[src/rtl/fetch_prefetch_queue.sv]
// fetch_prefetch_queue: sequential instruction prefetcher with a DEPTH-entry queue toward decode.
// Optional macro FETCH_QUEUE_BYPASS_EN: an ack into an empty queue is forwarded to decode in the same cycle.
module fetch_prefetch_queue #(
  parameter int unsigned DEPTH    = 4,
  parameter logic [31:0] RESET_PC = 32'h0000_0000
) (
  input  logic                   clk,
  input  logic                   rst_n,
  input  logic                   redirect_valid,
  input  logic [31:0]            redirect_pc,
  output logic                   imem_req,
  output logic [31:0]            imem_addr,
  input  logic                   imem_ack,
  input  logic [31:0]            imem_rdata,
  output logic                   inst_valid,
  input  logic                   inst_ready,
  output logic [31:0]            inst_data,
  output logic [31:0]            inst_pc,
  output logic [31:0]            inst_next_pc,
  output logic [$clog2(DEPTH):0] count,
  output logic [1:0]             fsm_state
);

  localparam int unsigned PW = $clog2(DEPTH);
  localparam int unsigned CW = PW + 1;
  localparam logic [CW-1:0] FULL = CW'(DEPTH);

  typedef enum logic [1:0] {
    IDLE = 2'd0,
    WAIT = 2'd1,
    KILL = 2'd2
  } state_t;

  // Handshakes: imem_req/imem_addr hold until imem_ack (ack may come in the first
  // request cycle); a decode transfer happens on any edge where inst_valid && inst_ready.

  state_t          state_q, state_d;
  logic            req_q, req_d;
  logic [31:0]     addr_q, addr_d;
  logic [31:0]     fetch_pc_q, fetch_pc_d;
  logic [CW-1:0]   count_q, count_d;
  logic [PW-1:0]   rd_ptr_q, rd_ptr_d;
  logic [PW-1:0]   wr_ptr_q, wr_ptr_d;

  logic [31:0]     q_data [DEPTH];
  logic [31:0]     q_pc   [DEPTH];
  logic [31:0]     q_next [DEPTH];

  logic            head_valid;
  logic            ack_take;
  logic            bypass;
  logic            pop;
  logic            push;

  assign head_valid = (count_q != '0);
  assign ack_take   = (state_q == WAIT) && imem_ack;

`ifdef FETCH_QUEUE_BYPASS_EN
  assign bypass = !head_valid && ack_take && !redirect_valid;
`else
  assign bypass = 1'b0;
`endif

  assign pop  = head_valid && inst_ready;
  // A bypassed response taken by decode never enters the queue.
  assign push = ack_take && !redirect_valid && !(bypass && inst_ready);

  always_comb begin
    rd_ptr_d = rd_ptr_q;
    wr_ptr_d = wr_ptr_q;
    count_d  = count_q;
    if (redirect_valid) begin
      rd_ptr_d = '0;
      wr_ptr_d = '0;
      count_d  = '0;
    end else begin
      if (push) wr_ptr_d = wr_ptr_q + PW'(1);
      if (pop)  rd_ptr_d = rd_ptr_q + PW'(1);
      if (push && !pop)      count_d = count_q + CW'(1);
      else if (!push && pop) count_d = count_q - CW'(1);
    end
  end

  always_comb begin
    state_d    = state_q;
    req_d      = req_q;
    addr_d     = addr_q;
    fetch_pc_d = fetch_pc_q;
    case (state_q)
      IDLE: begin
        if (redirect_valid) begin
          fetch_pc_d = redirect_pc;
        end else if (count_q < FULL) begin
          req_d   = 1'b1;
          addr_d  = fetch_pc_q;
          state_d = WAIT;
        end
      end
      WAIT: begin
        if (redirect_valid) begin
          fetch_pc_d = redirect_pc;
          if (imem_ack) begin
            req_d   = 1'b0;
            state_d = IDLE;
          end else begin
            state_d = KILL;
          end
        end else if (imem_ack) begin
          fetch_pc_d = fetch_pc_q + 32'd4;
          if (count_d < FULL) begin
            addr_d = fetch_pc_q + 32'd4;
          end else begin
            req_d   = 1'b0;
            state_d = IDLE;
          end
        end
      end
      KILL: begin
        // The stale request must still complete; its data is dropped.
        if (redirect_valid) fetch_pc_d = redirect_pc;
        if (imem_ack) begin
          req_d   = 1'b0;
          state_d = IDLE;
        end
      end
      default: begin
        req_d   = 1'b0;
        state_d = IDLE;
      end
    endcase
  end

  always_ff @(posedge clk) begin
    if (!rst_n) begin
      state_q    <= IDLE;
      req_q      <= 1'b0;
      addr_q     <= RESET_PC;
      fetch_pc_q <= RESET_PC;
      count_q    <= '0;
      rd_ptr_q   <= '0;
      wr_ptr_q   <= '0;
    end else begin
      state_q    <= state_d;
      req_q      <= req_d;
      addr_q     <= addr_d;
      fetch_pc_q <= fetch_pc_d;
      count_q    <= count_d;
      rd_ptr_q   <= rd_ptr_d;
      wr_ptr_q   <= wr_ptr_d;
    end
  end

  always_ff @(posedge clk) begin
    if (!rst_n) begin
      for (int i = 0; i < int'(DEPTH); i++) begin
        q_data[i] <= '0;
        q_pc[i]   <= '0;
        q_next[i] <= '0;
      end
    end else if (push) begin
      q_data[wr_ptr_q] <= imem_rdata;
      q_pc[wr_ptr_q]   <= addr_q;
      q_next[wr_ptr_q] <= addr_q + 32'd4;
    end
  end

  always_comb begin
    inst_valid   = head_valid;
    inst_data    = q_data[rd_ptr_q];
    inst_pc      = q_pc[rd_ptr_q];
    inst_next_pc = q_next[rd_ptr_q];
`ifdef FETCH_QUEUE_BYPASS_EN
    if (bypass) begin
      inst_valid   = 1'b1;
      inst_data    = imem_rdata;
      inst_pc      = addr_q;
      inst_next_pc = addr_q + 32'd4;
    end
`endif
  end

  assign imem_req  = req_q;
  assign imem_addr = addr_q;
  assign count     = count_q;
  assign fsm_state = state_q;

endmodule
[config.mk]
export PLATFORM = sky130hd
export DESIGN_NAME = fetch_prefetch_queue
export DESIGN_NICKNAME = d
export VERILOG_FILES = /design/src/rtl/fetch_prefetch_queue.sv
export SDC_FILE = /design/constraint.sdc
export NUM_CORES = 1
export LEC_CHECK = 0
export CORE_ASPECT_RATIO = 0.6
export CORE_MARGIN = 5
export CORE_UTILIZATION = 56
export CTS_BUF_LIST = sky130_fd_sc_hd__clkbuf_8 sky130_fd_sc_hd__clkbuf_16
export DETAILED_ROUTE_END_ITERATION = 10
export GPL_ROUTABILITY_DRIVEN = 0
export GPL_TIMING_DRIVEN = 0
export PLACE_DENSITY = 0.8
export SLEW_MARGIN = 20
export SYNTH_ARGS = -nofsm -noshare
export SYNTH_HDL_FRONTEND = slang
export SYNTH_SLANG_ARGS = --single-unit
export TNS_END_PERCENT = 20
[constraint.sdc]
create_clock -name clk -period 7.45 [get_ports clk]
set_clock_uncertainty 0.1 [all_clocks]
set_input_delay 1.1175 -clock clk [delete_from_list [all_inputs] [get_ports clk]]
set_output_delay 1.1175 -clock clk [all_outputs]
set_load 0.02 [all_outputs]
==> out/metrics.cfg <==
[setup_path]
path_depth=6
cpPeakStageDelay_ps=820
cp-start-kind=flip-flop
rr_worst_depth=8
crit_path_max_fanout=10
crit_path_cell_trace=clkbuf_1 -> buf_1 -> buf_2 -> mux4_2 -> buf_4 -> clkdlybuf4s50_1
crit_type=flip-flop to output port
arrival_ps=3870
slowest_stage=buf_1
crit_family=buffers and inverters
cp-end-kind=output port
worstPathRequired_ps=6230
path_buf_inv=5

[yosys]
synthMuxAreaShare_pct=10.6
synth_cells=1617
yosysMostFrequentCell=edfxtp_1
synth.lib_cells_used.distinct=66
async_reset_ff_share_pct=0
ys_seq_area_share_pct=63.0
synth_fp_nets=1693
synth_compound_area_share_pct=4.86
synthXorXnorAreaFrac_pct=2.58
synth_area_leaders=edfxtp_1 55%, mux4_2 10%, dfxtp_1 7.5%, nor2_1 5.4%, nand2_1 2.5%
synthAdderAreaFrac_pct=0.430
synth-simple-area-share_pct=14.4
syn_area_mm2=0.0203
synth_edf_count=376
ys_ff_latch=452
synth_top_family_by_area=simple AND/OR/NAND/NOR gates
ys.warnings.count=0
ys_dominant_reg_cell=edfxtp_1
yosysTopAreaCell=edfxtp_1
syn_area_per_cell_um2=12.6
synth_top_area_share_pct=55.5
synthTopCellsByCount=376 x edfxtp_1, 291 x nor2_1, 134 x nand2_1

[global_routing]
grt_pass1_wl_um=83900
antenna_found_initial=1
overflow=0
grt_max_degree=49
grt_util_all_layers_pct=27.0
grt_pass1_vias=14400

[detailed_routing]
final_antenna_net_count=0
routed_via_density=6.00
routedWlPerCell_um=23.2
via_count=14300
drc=0
drt_iter0_markers=1774
dr.pass1.iters=5
wl_um=55100

[die]
initial_core_util_pct=56.4
std_cell_rows=54
core_region_area_mm2=0.0361
die_w_um=256
die_y_um=158
die_area_mm2=0.0404
ioPinCount=204

[timing]
maxSlewHeadroom_pct=24.2
finalWorstSetupSlack_ps=2360
slew_violations=0
layout_min_cycle_time_ps=5090
fin_crit_sh_pct=68.3
setup_violations=0
hold_viol=0
worst_slew_pin_slew_ps=1130
rsz0062_at_grt=no
fmax_ghz=0.196

[placed_design]
place_ws_ps=2450
hpwl_um=37700
port_buffers=202
placedCellCount=2302

[run]
cap_violations=0

[clock_tree]
clock-sinks=452
clock_path_buffers=3
clock-root-buffer=clkbuf_16
htree_levels=2
cts_tree=built
hold_buffers=0
numCtsBuffers=43
post_cts_resized=0
clkTransAtPathRegs_ps=60
clock_latency_ps=550
post_cts_buffers=0

[pwr]
max-vdd-ir-drop_uv=192
p_leak_uw=0.00880
p_per_area_mw_per_mm2=223

[hold_path]
hp-class=flip-flop to flip-flop
min_path_cells=2

[outcome]
status=finished, final reports clean

[final_layout]
area_growth_pct=20.4
nets=1947
stdcell_count=2379
n_antenna_cell=0
drive_gt1_share_pct=10.8

placed cells by master (no fill, tap or decap), drive strengths merged, types with 6 or more instances in the layout:
cell             n
nand4           23
a31oi            6
clkbuf         137
xnor2           40
a211oi          14
mux4            94
inv             98
clkdlybuf4s50  202
nand2b           6
a21oi           44
o21ai           51
dfxtp           76
or3              9
nand3           29
xor2            20
buf             41
nand2          134
ha               7
or4              6
nor4            15
and2            69
edfxtp         376
and4             8
clkinv          14
nor2           291
nor3            25
worst reg2reg max path: stages (launching register included):
cell      delay, ps
dfxtp_1         400
nor2b_1         570
nand2_1         290
or3_1           420
clkbuf_1        280
clkbuf_1        380
nand2_4         410
buf_12          320
buf_16          280
sequential cells by signal, summed over array words and instances (netlist names), named ones only:
signal      cells
imem_req        1
q_next        122
fetch_pc_q     32
count           3
q_data        128
fsm_state       2
imem_addr      32
wr_ptr_q        2
rd_ptr_q        2
q_pc          126
report_power, final:
group / switching, uW / total (uW) / leakage, uW / internal [uW]
Combinational: 278 / 473 / 0.00357 / 195
Sequential: 71.5 / 2900 / 0.00453 / 2830
Clock: 930 / 2090 / 0.000693 / 1160
Total: 1280 / 5470 / 0.00880 / 4190
layout make-up:
type / instances / area, um^2
inverters: 84 / 315
plain buffers: 126 / 529
well taps: 476 / 596
flip-flops and latches: 452 / 12800
clock buffers: 45 / 1130
clock inverters: 32 / 193
multi-input cells: 955 / 6730
fillers: 2600 / 11600
repair buffers: 209 / 2190
kinds of logic after synthesis:
kind of cell,after synthesis
AO/OA/AOI/OAI,159
XOR/XNOR,60
adder cells (fa/ha/maj),7
buffers and inverters,210
flip-flops,452
multiplexers,98
AND/OR/NAND/NOR,631
metal layers:
metal	wire length, um	vias to the layer above	track usage [%]
met5	76	-	1.27
met4	1390	4	6.68
met3	6090	112	8.15
met2	25300	777	42.4
met1	22200	7044	37.8
li1	-	6337	-
stage by stage:
step | area (um^2) | hold slack, ps | util (%) | total power, uW | TNS, ps
4_1_cts | 24500 | 366 | 67.9 | 5480 | 0
3_5_place_dp | 23200 | 359 | 64.2 | 3420 | 0
5_1_grt | 24500 | 396 | 67.9 | 5630 | 0
6_report | 24500 | 366 | 67.9 | 5470 | 0
3_3_place_gp | 23000 | 356 | 63.6 | 3410 | -44760
2_1_floorplan | 20300 | 336 | - | 3180 | 0
worst paths after layout:
path | end | slack (ps) | start
max reg2reg | q_data[0][26]$_SDFFCE_PN0P_ | 3620 | fsm_state[1]$_SDFFE_PN0P_
min | fetch_pc_q[0]$_SDFFE_PN0P_ | 370 | fetch_pc_q[0]$_SDFFE_PN0P_
min reg2reg | fetch_pc_q[0]$_SDFFE_PN0P_ | 370 | fetch_pc_q[0]$_SDFFE_PN0P_
max | inst_pc[0] | 2360 | flip-flop
Power figures use the tool's default switching activity.
